File: config.mk
export PLATFORM = sky130hd
export DESIGN_NAME = wb_byte_loader
export DESIGN_NICKNAME = d
export VERILOG_FILES = /design/src/rtl/wb_byte_loader.sv
export SDC_FILE = /design/constraint.sdc
export NUM_CORES = 1
export LEC_CHECK = 0
export ABC_AREA = 1
export ABC_CLOCK_PERIOD_IN_PS = 2300
export BUFFER_PORTS_ARGS = -buffer_cell sky130_fd_sc_hd__buf_2
export CAP_MARGIN = 20
export CORE_ASPECT_RATIO = 0.75
export CORE_MARGIN = 2
export CORE_UTILIZATION = 50
export CTS_BUF_LIST = sky130_fd_sc_hd__clkbuf_16
export DETAILED_ROUTE_END_ITERATION = 10
export GPL_TIMING_DRIVEN = 0
export PLACE_DENSITY = 0.76
export SETUP_SLACK_MARGIN = 0.5
export SLEW_MARGIN = 0
export SYNTH_ARGS = -nofsm -noshare
export SYNTH_HDL_FRONTEND = slang
export SYNTH_SLANG_ARGS = --single-unit
File: constraint.sdc
create_clock -name i_wb_clk -period 2.3 [get_ports i_wb_clk]
set_input_delay 0.115 -clock i_wb_clk [delete_from_list [all_inputs] [get_ports i_wb_clk]]
set_output_delay 0.115 -clock i_wb_clk [all_outputs]
set_load 0.1 [all_outputs]
File: src/rtl/wb_byte_loader.sv
// rtl/wb_byte_loader.sv - byte stream to Wishbone word-write loader
// Packs bytes little-endian into 32-bit words and writes them at an auto-incrementing address.
module wb_byte_loader #(
  parameter int depth       = 256,
  parameter int aw          = $clog2(depth),
  parameter int ACK_TIMEOUT = 16
) (
  input  logic          i_wb_clk,
  input  logic          i_rst_n,
  input  logic          i_start,
  input  logic [aw-3:0] i_base_adr,
  input  logic [7:0]    i_byte,
  input  logic          i_byte_valid,
  input  logic          i_byte_last,
  output logic          o_byte_ready,
  output logic          o_busy,
  output logic          o_done,
  output logic          o_err,
  output logic [aw-3:0] o_wb_adr,
  output logic [31:0]   o_wb_dat,
  output logic [3:0]    o_wb_sel,
  output logic          o_wb_we,
  output logic          o_wb_cyc,
  input  logic          i_wb_ack
);

  typedef enum logic [1:0] {IDLE, COLLECT, WRITE} state_e;

  localparam logic [15:0] TMO_LAST = 16'(ACK_TIMEOUT - 1);

  state_e        state_q, state_d;
  logic [1:0]    lane_q, lane_d;
  logic [31:0]   buf_q, buf_d;
  logic [3:0]    sel_q, sel_d;
  logic [aw-3:0] adr_q, adr_d;
  logic          last_q, last_d;
  logic [15:0]   tmo_q, tmo_d;
  logic          done_q, done_d;
  logic          err_q, err_d;

  always_ff @(posedge i_wb_clk or negedge i_rst_n) begin
    if (!i_rst_n) begin
      state_q <= IDLE;
      lane_q  <= '0;
      buf_q   <= '0;
      sel_q   <= '0;
      adr_q   <= '0;
      last_q  <= 1'b0;
      tmo_q   <= '0;
      done_q  <= 1'b0;
      err_q   <= 1'b0;
    end else begin
      state_q <= state_d;
      lane_q  <= lane_d;
      buf_q   <= buf_d;
      sel_q   <= sel_d;
      adr_q   <= adr_d;
      last_q  <= last_d;
      tmo_q   <= tmo_d;
      done_q  <= done_d;
      err_q   <= err_d;
    end
  end

  always_comb begin
    state_d = state_q;
    lane_d  = lane_q;
    buf_d   = buf_q;
    sel_d   = sel_q;
    adr_d   = adr_q;
    last_d  = last_q;
    tmo_d   = tmo_q;
    done_d  = 1'b0;
    err_d   = 1'b0;
    case (state_q)
      IDLE: begin
        if (i_start) begin
          adr_d   = i_base_adr;
          lane_d  = '0;
          buf_d   = '0;
          sel_d   = '0;
          last_d  = 1'b0;
          state_d = COLLECT;
        end
      end
      COLLECT: begin
        if (i_byte_valid) begin
          buf_d[{lane_q, 3'b000} +: 8] = i_byte;
          sel_d[lane_q]                = 1'b1;
          if (lane_q == 2'd3 || i_byte_last) begin
            last_d  = i_byte_last;
            lane_d  = '0;
            tmo_d   = '0;
            state_d = WRITE;
          end else begin
            lane_d = lane_q + 2'd1;
          end
        end
      end
      WRITE: begin
        if (i_wb_ack) begin
          adr_d = adr_q + (aw-2)'(1);
          buf_d = '0;
          sel_d = '0;
          if (last_q) begin
            done_d  = 1'b1;
            state_d = IDLE;
          end else begin
            state_d = COLLECT;
          end
        end else if (tmo_q == TMO_LAST) begin
          // Abort: address stays put, partial load is dropped
          buf_d   = '0;
          sel_d   = '0;
          err_d   = 1'b1;
          state_d = IDLE;
        end else begin
          tmo_d = tmo_q + 16'd1;
        end
      end
      default: state_d = IDLE;
    endcase
  end

  always_comb begin
    o_byte_ready = 1'b0;
    o_busy       = 1'b0;
    o_wb_cyc     = 1'b0;
    o_wb_we      = 1'b0;
    o_wb_dat     = '0;
    o_wb_sel     = '0;
    case (state_q)
      COLLECT: begin
        o_byte_ready = 1'b1;
        o_busy       = 1'b1;
      end
      WRITE: begin
        o_busy   = 1'b1;
        o_wb_cyc = 1'b1;
        o_wb_we  = 1'b1;
        o_wb_dat = buf_q;
        o_wb_sel = sel_q;
      end
      default: ;
    endcase
  end

  assign o_wb_adr = adr_q;
  assign o_done   = done_q;
  assign o_err    = err_q;

endmodule

==> flow_summary.toml, run 1 <==
[outcome]
status = "complete, no violations"

[detailed_routing]
drc = 0
wl_per_cell_microns = 15.28
viasPerCell = 5.347
first_iter_violations = 294
route.vias.total = 4112
ant_nets = 0
firstDrtPassIters = 5
routed_wl_mm = 11.75

[sta]
finalSetupViolations = 0
tns_ns = 0
hold_ws_ns = 0.006950
fmax_ghz = 0.5574
setup_ws_ns = 0.5058
final_hold_viol_count = 0
worst_pin_slew_ns = 0.8298
rsz0062_at_grt = "true"
clock_skew_ns = 0.005952
fin_crit_ns = 1.794
period_share_pct = 78.01
slew_headroom_pct = 44.68
final-max-slew-violation-count = 0

[synth]
synthFlopType = "dfrtp_1"
synth_cell_types = 30
synth.yosys.seq_area_share_pct = 40.87
yosys.area.top_type_share_pct = 40.87
ys_seq_elements = 65
synth_top_cell_by_area = "dfrtp_1"
synthTopCellsByArea = "dfrtp_1 41%, nand2_1 17%, inv_1 8.0%"
syn_inst = 565
ys_warn_count = 0
async_flop_share_pct = 100.0
avgSynthCellArea_sq_um = 7.044
syn_nets = 595
synth_edf_count = 0
syn_area_sq_mm = 0.003980

[floorplanning]
die_y_microns = 81.27
start_util_pct = 50.94
row_count = 28
die_w_microns = 107.0
ios = 68
core_sq_mm = 0.007812
dieArea_sq_mm = 0.008697

[clock_network]
htree_num_levels = 3
cts_tree = "yes"
insertion_delay_ns = 0.33
cts-root-buf = "clkbuf_16"
clock_sinks = 65
numCtsBuffers = 9
clkTransAtPathRegs_ns = 0.06
clockBufferDepth = 2

[grt]
grt_antenna_before_repair = 0
grt_overflow_total = 0
grt_pass1_vias = 3492
grt_usage_pct = 24.96
grt_max_degree = 66
grt_pass1_wl_mm = 16.98

[cells_and_area]
final-seq-area_sq_mm = 0.001628
area_growth_pct = 49.80
nFillCells = 542
drive_gt1_share_pct = 34.49
design_area_sq_mm = 0.005962
multi_input_area_sq_mm = 0.002215
layout.nets = 690
antenna_cells = 0

[placement]
numPortBuffers = 67
dp_hpwl_mm = 7.470
dp_worst_setup_slack_ns = 0.2310
gp_congestion = 0.9285
placed_area_sq_mm = 0.004629

[setup_path]
end_kind = "flop"
required_ns = 2.56
worstSetupPathType = "reg2reg"
worstPathMaxFanout = 10
critPathArrivalTime_ns = 2.06
crit_path_start_kind = "flop"

[power]
peakVddDrop_mv = 1.013
leakagePower_nw = 2.702
total_power_mw = 6.370
p_per_area_mw_per_mm2 = 1068

[flow_run]
cap_violations = 0

[min_path]
hold_class = "in2reg"
final cells by class:
class | instances | share of cell area [%]
Multi-Input combinational cell | 392 | 37.15
Sequential cell | 65 | 27.30
Timing Repair Buffer | 83 | 17.08
Inverter | 89 | 8.143
Buffer | 20 | 3.861
Clock buffer | 9 | 3.778
Tap cell | 105 | 2.204
Clock inverter | 6 | 0.4827
sequential cells by signal, summed over array words and instances, names as in the netlist:
name / cells
buf_q: 32
state_q: 2
lane_q: 2
sel_q: 4
last_q: 1
o_err: 1
tmo_q: 16
o_done: 1
o_wb_adr: 6
layout by cell type (no fill, tap or decap), types with 8 or more instances in the layout:
cell type / count
nand4_1: 39
clkinvlp_4: 38
o21ai_0: 15
buf_2: 34
o21ai_1: 12
nor2_1: 51
buf_4: 17
nor3_1: 8
a21oi_1: 14
dfrtp_1: 64
nand2_2: 27
clkbuf_16: 10
nand2_1: 139
nand3_1: 27
buf_12: 41
inv_1: 44
nand2_4: 13
routing by layer:
layer	up-vias	GRT usage, %	wire length (microns)	share of wire [%]
met3	14	5.698	744	6.3
met5	-	0	0	0
met1	1949	38.08	5474	47
met2	155	35.25	5406	46
li1	1994	-	-	-
met4	0	6.494	125	1.1
worst max-delay path: stages (launching register included):
cell	delay, ns
dfrtp_1	0.41
buf_4	0.16
ha_4	0.16
buf_6	0.15
nand2_8	0.09
nand2_8	0.07
a21oi_4	0.26
buf_2	0.21
nand4_1	0.12
nand2_1	0.08
kinds of logic after synthesis:
family          after synthesis  synth area share [%]
xor+xnor                      4                0.8801
fa+ha+maj                    10                 3.144
compound gates               52                 7.262
buf+inv                     109                 11.38
flops                        65                 40.87
simple gates                325                 36.47
final timing paths:
path | cells past startpoint | startpoint | end | slack [ns]
worst max-delay path | 9 | state_q[0]$_DFFE_PN0P_ | buf_q[23]$_DFFE_PN0P_ | 0.51
max in group asynchronous | 2 | i_rst_n | o_wb_adr[0]$_DFFE_PN0P_ | 1.29
min in group asynchronous | 2 | i_rst_n | tmo_q[12]$_DFFE_PN0P_ | 0.44
worst min register to register | 2 | buf_q[29]$_DFFE_PN0P_ | buf_q[29]$_DFFE_PN0P_ | 0.50
worst max register to register | 9 | state_q[0]$_DFFE_PN0P_ | buf_q[23]$_DFFE_PN0P_ | 0.51
worst min-delay path | 2 | i_wb_ack | o_err$_DFF_PN0_ | 0.007
metrics by stage:
stage,std cells,utilization [%]
final,769,76.31
after global routing,769,76.31
after CTS,757,68.64
after detailed placement,737,59.26
after global placement,737,59.22
after floorplan,565,-
what timing repair did:
item	4_1_cts	5_1_grt
pin swaps	2	6
setup endpoints to repair	87	97
resized for setup	131	135
hold buffers	1	0
hold endpoints to repair	65	0
gates cloned	0	5
setup buffers	4	7
power by group:
| group | switching, mW | internal (mW) | leakage (nW) | total (mW) |
|---|---|---|---|---|
| Sequential | 0.148 | 1.32 | 0.886 | 1.47 |
| Combinational | 2.54 | 1.16 | 1.69 | 3.70 |
| Clock | 0.493 | 0.707 | 0.127 | 1.20 |
cell usage after synthesis (8+ instances only):
cell	number
a21oi_1	16
buf_2	8
dfrtp_1	65
ha_1	10
inv_1	85
nand2_1	177
nand3_1	28
nand4_1	39
nor2_1	53
nor3_1	12
o21ai_0	21
No activity file was read; power rests on OpenSTA's default activity.
==> run 2: changes to the inputs <==
- ABC_CLOCK_PERIOD_IN_PS: 2300 -> 1700
- clock period: 2.3 -> 1.7 ns (I/O delays scaled with it)
==> flow_summary.toml, run 2 (synthesized netlist as in run 1, its figures left out) <==
[sta]
clock_skew_ns = 0.01085
fmax_ghz = 0.5364
finalSetupViolations = 76
fin_crit_ns = 1.864
final_hold_viol_count = 0
worst_pin_slew_ns = 0.6024
rsz0062_at_grt = "true"
setup_ws_ns = -0.1641
period_share_pct = 109.7
slew_headroom_pct = 59.84
hold_ws_ns = 0.007329
final-max-slew-violation-count = 0
tns_ns = -5.353

[min_path]
hold_class = "in2reg"

[floorplanning]
start_util_pct = 50.94
die_w_microns = 107.0
dieArea_sq_mm = 0.008697
ios = 68
die_y_microns = 81.27
row_count = 28
core_sq_mm = 0.007812

[clock_network]
clock_sinks = 65
numCtsBuffers = 9
cts-root-buf = "clkbuf_16"
clockBufferDepth = 2
insertion_delay_ns = 0.33
htree_num_levels = 3
cts_tree = "yes"
clkTransAtPathRegs_ns = 0.06

[cells_and_area]
layout_commonest_cell = "nand2_1"
largest_reg_flops = 32
drive_gt1_share_pct = 42.69
mostFrequentLayoutCells = "120 x nand2_1, 57 x dfrtp_1, 48 x nor2_1"
layout.nets = 709
antenna_cells = 0
area_growth_pct = 67.65
design_area_sq_mm = 0.006673
top_register = "buf_q"

[detailed_routing]
ant_nets = 0
drc = 0
route.vias.total = 4545
wl_per_cell_microns = 18.52
viasPerCell = 5.760
firstDrtPassIters = 8
routed_wl_mm = 14.61
first_iter_violations = 678

[power]
combPwrFrac_pct = 62.9
p_per_area_mw_per_mm2 = 1549
switchingPower_mw = 5.112
power_frac_seq_pct = 19.9
leakagePower_nw = 3.177
internal_power_mw = 5.226
peakVddDrop_mv = 1.799
power.share.switching_pct = 49.45
clockPowerShare_pct = 17.2

[grt]
grt_overflow_total = 0
grt_usage_pct = 30.68
grt_max_degree = 66
grt_antenna_before_repair = 0
grt_pass1_wl_mm = 20.67
grt_pass1_vias = 4105

[flow_run]
cap_violations = 0

[setup_path]
critPathArrivalTime_ns = 2.13
crit_path_start_kind = "flop"
worstSetupPathType = "reg2reg"
required_ns = 1.97
critPathTopFamily = "simple AND/OR/NAND/NOR gates"
path_buf_inv = 1
cp_cell_sequence = "nor2_1 > nand2_1 > nor2_4 > nand2_4 > a21oi_4 > buf_4 > nand4_1 > nand2_1"
max_stage_delay_ns = 0.47
end_kind = "flop"
critPathSlowestCell = "dfrtp_1"
crit_top_cell = "nand2_1"
worstPathMaxFanout = 8

[placement]
numPortBuffers = 67
dp_worst_setup_slack_ns = -0.3053
gp_congestion = 0.9422
placed_area_sq_mm = 0.004873
dp_hpwl_mm = 7.659

[outcome]
failed_checks = "setup timing"
status = "complete, but fails checks"
[run 2: changes by cell type in the layout (fill, tap and decap cells not counted), sizes merged]
cell,previous run,this run
clkbuf,12,16
dlygate4sd3,1,2
bufinv,0,1
buf,99,113
inv,53,54
clkinvlp,38,37
[run 2: per-stage QoR]
stage          instances  utilization [%]  power [mW]
3_5_place_dp         737            62.38       6.188
6_report             789            85.41       10.34
2_1_floorplan        565                -       5.423
5_1_grt              789            85.41       10.69
4_1_cts              781            81.18       9.380
3_3_place_gp         737            62.35       6.112
[run 2: final timing paths]
kind / from / endpoint / slack (ns) / cells after the start
worst max-delay path: tmo_q[11]$_DFFE_PN0P_ / buf_q[12]$_DFFE_PN0P_ / -0.16 / 8
worst min-delay path: i_base_adr[1] / o_wb_adr[1]$_DFFE_PN0P_ / 0.007 / 3
worst max register to register: tmo_q[11]$_DFFE_PN0P_ / buf_q[12]$_DFFE_PN0P_ / -0.16 / 8
worst min register to register: buf_q[27]$_DFFE_PN0P_ / buf_q[27]$_DFFE_PN0P_ / 0.50 / 2
max in group asynchronous: i_rst_n / o_wb_adr[0]$_DFFE_PN0P_ / 0.92 / 2
min in group asynchronous: i_rst_n / o_wb_adr[5]$_DFFE_PN0P_ / 0.31 / 2
[run 2: cell type report]
type	count	area (sq um)
plain buffers	20	264.0
clock buffers	9	225.2
clock inverters	7	53.80
fillers	398	1140
inverters	89	508.0
multi-input cells	392	2546
flip-flops and latches	65	1637
well taps	105	131.4
repair buffers	102	1308
[run 2: worst min-delay path, stage by stage]
cell and delay (ns):
buf_2 0.09, nand2_1 0.05, a31oi_1 0.07
[run 2: what timing repair did]
item	in CTS	in global routing
resized for setup	248	77
hold endpoints to repair	66	0
hold buffers	2	0
pin swaps	8	20
setup buffers	17	7
gates cloned	9	1
endpoints found under the setup margin	108	109
[run 2: layer usage]
layer / track usage [%] / share of wire (%) / up-vias
met3: 6.822 / 10 / 69
met5: 0 / 0 / -
met2: 48.80 / 46 / 308
met4: 9.481 / 4.0 / 0
li1: - / - / 2029
met1: 42.13 / 40 / 2139
[run 2: power by group through the flow]
stage	clock network (mW)	registers (mW)	logic, mW
floorplan	0	2.50	2.92
global placement	0	2.00	4.11
detailed placement	0	2.01	4.17
CTS	1.78	2.02	5.59
global route	1.85	2.07	6.77
finish	1.78	2.05	6.50
==> run 3: changes to the inputs <==
- CTS_BUF_LIST: sky130_fd_sc_hd__clkbuf_16 -> sky130_fd_sc_hd__clkbuf_2 sky130_fd_sc_hd__clkbuf_4 sky130_fd_sc_hd__clkbuf_8
==> flow_summary.toml, run 3 (synthesized netlist as in run 1, its figures left out) <==
[setup_path]
r2r_end = "buf_q[6]$_DFFE_PN0P_"
r2r_start = "lane_q[0]$_DFFE_PN0P_"
rr_worst_depth = 8
worstSetupPathType = "reg2reg"
reg2reg_slack_ns = -0.13
crit_path_start_kind = "flop"
required_ns = 2.00
worstPathMaxFanout = 8
critPathArrivalTime_ns = 2.13
end_kind = "flop"

[cells_and_area]
nFillCells = 398
layout_commonest_cell = "nand2_1"
antenna_cells = 0
top_register = "buf_q"
layout.nets = 716
drive_gt1_share_pct = 42.11
area_growth_pct = 67.02
largest_reg_flops = 32
instances_no_fill = 796
mostFrequentLayoutCells = "131 x nand2_1, 60 x dfrtp_1, 49 x nor2_1"

[clock_network]
clkTransAtPathRegs_ns = 0.07
htree_num_levels = 3
insertion_delay_ns = 0.36
numCtsBuffers = 9
cts-root-buf = "clkbuf_8"
clock_sinks = 65
clockBufferDepth = 2
cts_tree = "yes"

[floorplanning]
ios = 68
die_y_microns = 81.27
row_count = 28
dieArea_sq_mm = 0.008697
die_w_microns = 107.0
start_util_pct = 50.94
core_sq_mm = 0.007812

[detailed_routing]
ant_nets = 0
firstDrtPassIters = 8
routed_wl_mm = 13.98
first_iter_violations = 470
route.vias.total = 4507
wl_per_cell_microns = 17.56
drc = 0
viasPerCell = 5.662

[grt]
grt_pass1_wl_mm = 20.26
grt_max_degree = 66
grt_usage_pct = 30.21
grt_pass1_vias = 4035
grt_antenna_before_repair = 0
grt_overflow_total = 0

[placement]
dp_hpwl_mm = 7.659
numPortBuffers = 67
gp_congestion = 0.9422
dp_cells = 737

[sta]
final-max-slew-violation-count = 0
worst_pin_slew_ns = 0.8270
finalSetupViolations = 75
clock_skew_ns = 0.01195
fin_crit_ns = 1.831
fmax_ghz = 0.5462
slew_headroom_pct = 44.86
final_hold_viol_count = 1
setup_ws_ns = -0.1310
period_share_pct = 107.7
hold_ws_ns = -0.002480
rsz0062_at_grt = "true"

[min_path]
whs_path_depth = 3
hold_class = "in2reg"
min_to = "o_wb_adr[2]$_DFFE_PN0P_"
worstHoldStart = "i_base_adr[2]"

[power]
peakVddDrop_mv = 2.194
p_per_area_mw_per_mm2 = 1495
leakagePower_nw = 3.219

[outcome]
failed_checks = "hold timing, setup timing"
status = "complete, but fails checks"

[flow_run]
cap_violations = 0
## run 3: worst max-delay path, cell delays in order (launching register included)
cell and delay [ns]:
dfrtp_1 0.41, buf_6 0.14, clkinvlp_4 0.12, ha_4 0.28, inv_1 0.15, nand2_1 0.20
nor2_1 0.20, nand4_1 0.15, nand2_1 0.10
## run 3: what timing repair did
action / in CTS / in global routing
cloned: 6 / 3
endpoints found under the setup margin: 109 / 106
pin swaps: 25 / 22
resized for setup: 241 / 73
buffers inserted: 21 / 10
endpoints found under the hold margin: 67 / 0
hold buffers: 3 / 0
## run 3: power breakdown
group	internal, mW	switching, mW	leakage, nW
clock network	0.829	0.631	0.114
logic	2.39	4.05	2.22
registers	1.79	0.246	0.881
total	5.01	4.93	3.22
## run 3: worst max-delay path by stage
stage | end | from | slack, ns
global placement | buf_q[31]$_DFFE_PN0P_ | lane_q[0]$_DFFE_PN0P_ | -0.26
floorplan | tmo_q[10]$_DFFE_PN0P_ | state_q[1]$_DFFE_PN0P_ | 0.01
global route | buf_q[8]$_DFFE_PN0P_ | lane_q[1]$_DFFE_PN0P_ | -0.15
detailed placement | buf_q[31]$_DFFE_PN0P_ | lane_q[0]$_DFFE_PN0P_ | -0.31
finish | buf_q[6]$_DFFE_PN0P_ | lane_q[0]$_DFFE_PN0P_ | -0.13
CTS | o_wb_dat[15] | state_q[1]$_DFFE_PN0P_ | -0.05
## run 3: per-layer routing
| layer | routed length [microns] | global-route usage (%) | up-vias |
|---|---|---|---|
| li1 | - | - | 2049 |
| met3 | 1371 | 6.742 | 55 |
| met1 | 5760 | 42.95 | 2118 |
| met4 | 398 | 7.013 | 0 |
| met5 | 0 | 0 | - |
| met2 | 6450 | 47.34 | 285 |
## run 3: area by class of cell
type	instances	area [sq um]	area share, %
buffer	20	277.8	4.178
clock buffer	14	180.2	2.710
sequential	65	1633	24.56
tap	105	131.4	1.976
clock inverter	2	35.03	0.5270
inverter	89	493.0	7.416
multi-input combinational	392	2535	38.13
timing repair buffer	109	1363	20.50
## run 3: metrics by stage
| step | instance area [sq um] | setup WS [ns] | total power, mW | utilization (%) | setup TNS (ns) |
|---|---|---|---|---|---|
| finish | 6648 | -0.1310 | 9.936 | 85.09 | -3.794 |
| global route | 6648 | -0.1476 | 10.34 | 85.09 | -8.035 |
| CTS | 6232 | -0.05213 | 9.018 | 79.77 | -1.648 |
| detailed placement | 4873 | -0.3053 | 6.188 | 62.38 | -6.459 |
| global placement | 4871 | -0.2565 | 6.112 | 62.35 | -4.789 |
| floorplan | 4404 | 0.01469 | 5.423 | - | 0 |
